===== src/rtl/ascii_hex_parser.sv =====
// ASCII hex line parser: accumulates hex digits MSB-first and emits the word on a valid/ready handshake.
// Optional macro ASCII_HEX_LOWERCASE_EN also accepts 'a'-'f' as digits.
module ascii_hex_parser #(
  parameter int NUM_DIGITS = 8,
  parameter int CW         = $clog2(NUM_DIGITS + 1)
) (
  input  logic                    clk,
  input  logic                    reset,
  input  logic [7:0]              ascii_in,
  input  logic                    ascii_valid,
  output logic                    ascii_ready,
  output logic [4*NUM_DIGITS-1:0] word_out,
  output logic [CW-1:0]           digit_count,
  output logic                    word_valid,
  input  logic                    word_ready,
  output logic                    parse_err
);

  localparam int WW = 4 * NUM_DIGITS;

  typedef enum logic [1:0] {
    IDLE,
    ACCUM,
    DONE,
    DISCARD
  } state_e;

  state_e          state_q, state_d;
  logic [WW-1:0]   acc_q, acc_d;
  logic [CW-1:0]   cnt_q, cnt_d;
  logic [WW-1:0]   word_q, word_d;
  logic [CW-1:0]   dcnt_q, dcnt_d;
  logic            err_q, err_d;

  logic            isDigit;
  logic            isTerm;
  logic [3:0]      nibble;
  logic            accept;

  // Letters share the low nibble pattern 1..6, so A-F (and a-f) map to low nibble + 9.
  always_comb begin
    isDigit = 1'b0;
    isTerm  = 1'b0;
    nibble  = 4'd0;
    if (ascii_in >= 8'h30 && ascii_in <= 8'h39) begin
      isDigit = 1'b1;
      nibble  = ascii_in[3:0];
    end else if (ascii_in >= 8'h41 && ascii_in <= 8'h46) begin
      isDigit = 1'b1;
      nibble  = ascii_in[3:0] + 4'd9;
`ifdef ASCII_HEX_LOWERCASE_EN
    end else if (ascii_in >= 8'h61 && ascii_in <= 8'h66) begin
      isDigit = 1'b1;
      nibble  = ascii_in[3:0] + 4'd9;
`else
`endif
    end else if (ascii_in == 8'h0D || ascii_in == 8'h0A) begin
      isTerm = 1'b1;
    end
  end

  assign ascii_ready = (state_q != DONE);
  assign accept      = ascii_valid && ascii_ready;

  always_comb begin
    state_d = state_q;
    acc_d   = acc_q;
    cnt_d   = cnt_q;
    word_d  = word_q;
    dcnt_d  = dcnt_q;
    err_d   = 1'b0;

    unique case (state_q)
      IDLE: begin
        if (accept) begin
          if (isDigit) begin
            acc_d   = WW'(nibble);
            cnt_d   = CW'(1);
            state_d = ACCUM;
          end else if (!isTerm) begin
            state_d = DISCARD;
          end
        end
      end

      ACCUM: begin
        if (accept) begin
          if (isDigit) begin
            if (cnt_q == CW'(NUM_DIGITS)) begin
              state_d = DISCARD;
            end else begin
              acc_d = (acc_q << 4) | WW'(nibble);
              cnt_d = cnt_q + CW'(1);
            end
          end else if (isTerm) begin
            word_d  = acc_q;
            dcnt_d  = cnt_q;
            state_d = DONE;
          end else begin
            state_d = DISCARD;
          end
        end
      end

      DONE: begin
        if (word_ready) begin
          acc_d   = '0;
          cnt_d   = '0;
          state_d = IDLE;
        end
      end

      DISCARD: begin
        // The whole line, terminator included, is swallowed before the error pulse.
        if (accept && isTerm) begin
          err_d   = 1'b1;
          acc_d   = '0;
          cnt_d   = '0;
          state_d = IDLE;
        end
      end

      default: begin
        state_d = IDLE;
      end
    endcase
  end

  always_ff @(posedge clk) begin
    if (reset) begin
      state_q <= IDLE;
      acc_q   <= '0;
      cnt_q   <= '0;
      word_q  <= '0;
      dcnt_q  <= '0;
      err_q   <= 1'b0;
    end else begin
      state_q <= state_d;
      acc_q   <= acc_d;
      cnt_q   <= cnt_d;
      word_q  <= word_d;
      dcnt_q  <= dcnt_d;
      err_q   <= err_d;
    end
  end

  assign word_out    = word_q;
  assign digit_count = dcnt_q;
  assign word_valid  = (state_q == DONE);
  assign parse_err   = err_q;

endmodule


===== config.mk =====
export PLATFORM = sky130hd
export DESIGN_NAME = ascii_hex_parser
export DESIGN_NICKNAME = d
export VERILOG_FILES = /design/src/rtl/ascii_hex_parser.sv
export SDC_FILE = /design/constraint.sdc
export NUM_CORES = 1
export LEC_CHECK = 0
export BUFFER_PORTS_ARGS = -buffer_cell sky130_fd_sc_hd__buf_2
export CORE_UTILIZATION = 45
export DETAILED_ROUTE_END_ITERATION = 7
export PLACE_DENSITY = 0.68
export SLEW_MARGIN = 15
export SYNTH_ARGS = -nofsm -noshare
export SYNTH_HDL_FRONTEND = slang
export SYNTH_SLANG_ARGS = --single-unit

===== constraint.sdc =====
create_clock -name clk -period 1.8 [get_ports clk]
set_clock_uncertainty 0.1 [all_clocks]
set_input_delay 0.09 -clock clk [delete_from_list [all_inputs] [get_ports clk]]
set_output_delay 0.09 -clock clk [all_outputs]
set_load 0.01 [all_outputs]

==> run metrics <==
vias post-DR 2,730; CP endpoint kind flip-flop; pre-CTS setup slack -0.3795 ns; Crit path required time 1.97 ns; # diodes 0; die width 85.77 um; gr usage total 20.16%; clk slew on worst S/H paths 0.08 ns; pwr/cell area 853.4 nW/um2; Fill cells 608; clock power share 39.4%; most common cell after layout, fill and taps aside nand2_1; Sw Ratio 24.32%; CORE AREA 6794 um2; synthesized area per cell 8.444 um2; outcome complete, no violations; most frequent cells in the layout nand2_1 (142), dfxtp_1 (74), buf_2 (49), a21oi_1 (39), mux2i_1 (34); number of port buffers 50; Startpoint Class flip-flop; routed wl met2 3096 um; die area 7356 um2; CP arrival 1.90 ns; DRC errors left 0; share of layout cells above drive strength 1 25.55%; starting utilization of the core area 46.48%; Synth Area in Adders 2.377%; met1 wire length 3550 um; Net Sw Power 0.8390 mW; Max VDD drop 497.9 uV; post-synthesis mux area share 10.78%; setup ws final 0.06772 ns; placed cell area 3730 um2; largest family of logic cells by synthesized area simple AND/OR/NAND/NOR gates; CTS Root Cell clkbuf_8; Syn Inst Count 374; first-pass GRT wire length 11,750 um; TritonRoute pass-1 iters 4; Final Routed Wirelength 7047 um; GP Congestion 0.8239; Core Util, Final 59.50%; worst reg-to-reg setup slack 0.07 ns; Post-Synth XOR/XNOR Area 0%; clk_lat worst skew 0.34 ns; synthesized area 3158 um2; dpl hpwl 4771 um; Final period util 96.24%; met3 wire length 299 um; CTS max path bufs 2; Ports 51; RSZ-0062 raised after global routing no; post-route ant nets 0; Final Cell Area 4043 um2; Final Hold Fails 0; largest net degree at the start of global routing 38; Setup Viol. Count Final 0; post-synthesis compound-gate area fraction 10.62%; initial antenna violation count 0; slew margin rel. 58.09%; Internal 2.611 mW; Overflow after GRT 0; maxcap violations 0; Async SR Flop Fraction 0%; CTS tree done; H-tree levels 3; worst-path maximum fanout 8; post-synthesis simple-gate area fraction 24.72%; worst hold margin 0.06136 ns; vias per cell 4.964; Mapped Nets 392; fin. max-slew vios 0; Synthesis Warnings 0; synth-to-layout area growth 28.01%; combinational share of power 12.0%; Max Fclk 577.3 MHz; Flop pwr share 48.6%; register area share after synthesis 47.54%; Seq cells post-synth 75; post-layout power 3.450 mW; critical path class reg2reg; fin nets 468; Iter 0 DRT Violations 166; fin crit period 1.732 ns; Leak 1.629 nW; Rows 30; Vert. Die Dim 85.77 um; clock buffer count from CTS 9; Synth cell types 45; Slew @ Worst Pin 0.6278 ns; post-DR wirelength/cell 12.81 um; vias in the first global route 2,587; highest routed layer met4; Worst Hold Class in2reg; clock sinks 75; top_reg_cell synth dfxtp_1; number of flops mapped to enable cells by yosys 0
power groups by stage:
stage	clock (mW)	sequential, mW	combinational (mW)
6_report	1.36	1.68	0.413
5_1_grt	1.47	1.68	0.442
4_1_cts	1.38	1.67	0.370
3_5_place_dp	0	1.71	0.363
3_3_place_gp	0	1.71	0.358
2_1_floorplan	0	1.72	0.210
final cells by class:
cell class / instances / area (um2) / area share (%)
clock inverters: 3 / 46.29 / 1.145
flip-flops and latches: 75 / 1503 / 37.17
clock buffers: 12 / 165.2 / 4.085
inverters: 7 / 26.28 / 0.6500
well taps: 96 / 120.1 / 2.971
repair buffers: 86 / 611.8 / 15.13
multi-input cells: 271 / 1570 / 38.84
through the flow:
stage | cells | TNS (ns)
floorplan | 374 | -2.420
global placement | 532 | -13.79
detailed placement | 532 | -16.77
CTS | 548 | 0
global route | 550 | 0
finish | 550 | 0
kinds of logic (layout without fill, tap and decap cells):
logic type               after synthesis  count (layout)
AND/OR/NAND/NOR                      174             174
flip-flops                            75              75
AO/OA/AOI/OAI                         57              57
multiplexers                          34              34
buffers and inverters                 28             108
adder cells (fa/ha/maj)                6               6
timing repair:
action / 4_1_cts / 5_1_grt
hold buffers: 1 / 0
resized for setup: 1 / 10
cloned: 0 / 1
setup buffers: 0 / 1
pin swaps: 0 / 4
hold endpoints to repair: 1 / 0
endpoints found under the setup margin: 1 / 24
cell usage after synthesis, types with 2 or more instances:
library cell | instances | share of area, %
nand2_1 | 143 | 17
nand3_1 | 3 | 0.48
buf_2 | 4 | 0.63
a21oi_1 | 39 | 6.2
buf_6 | 2 | 0.71
nand4_1 | 3 | 0.59
nor2_1 | 3 | 0.36
inv_1 | 6 | 0.71
nand3b_1 | 2 | 0.48
clkbuf_1 | 14 | 1.7
dfxtp_1 | 75 | 48
ha_1 | 6 | 2.4
a211o_1 | 2 | 0.55
a32o_1 | 2 | 0.63
nor4_1 | 2 | 0.40
nand2b_1 | 3 | 0.59
o21ai_0 | 4 | 0.63
mux2i_1 | 34 | 11
flip-flops by register name, summed over array words and instances (netlist names):
name         cells
parse_err        1
word_out        32
state_q          2
cnt_q            4
digit_count      4
acc_q           32
critical path, cell delays in order (launching register included):
cell	delay (ns)
dfxtp_2	0.35
nand2_2	0.06
nor4b_4	0.32
nor2_2	0.11
nor3_4	0.22
buf_12	0.16
buf_12	0.13
mux2i_1	0.20
per-layer routing:
metal	up-vias	global-route usage (%)
met1	1266	27.79
met4	0	7.727
li1	1400	-
met3	9	5.197
met2	55	30.33
met5	-	0
worst paths after layout:
kind                                     end         start  cells after the start
worst min-delay path            word_out[31]         reset                      2
worst max register to register      acc_q[7]    state_q[0]                      7
worst min register to register  word_out[11]  word_out[11]                      2
worst max-delay path                acc_q[7]    state_q[0]                      7
Power figures use the tool's default switching activity.
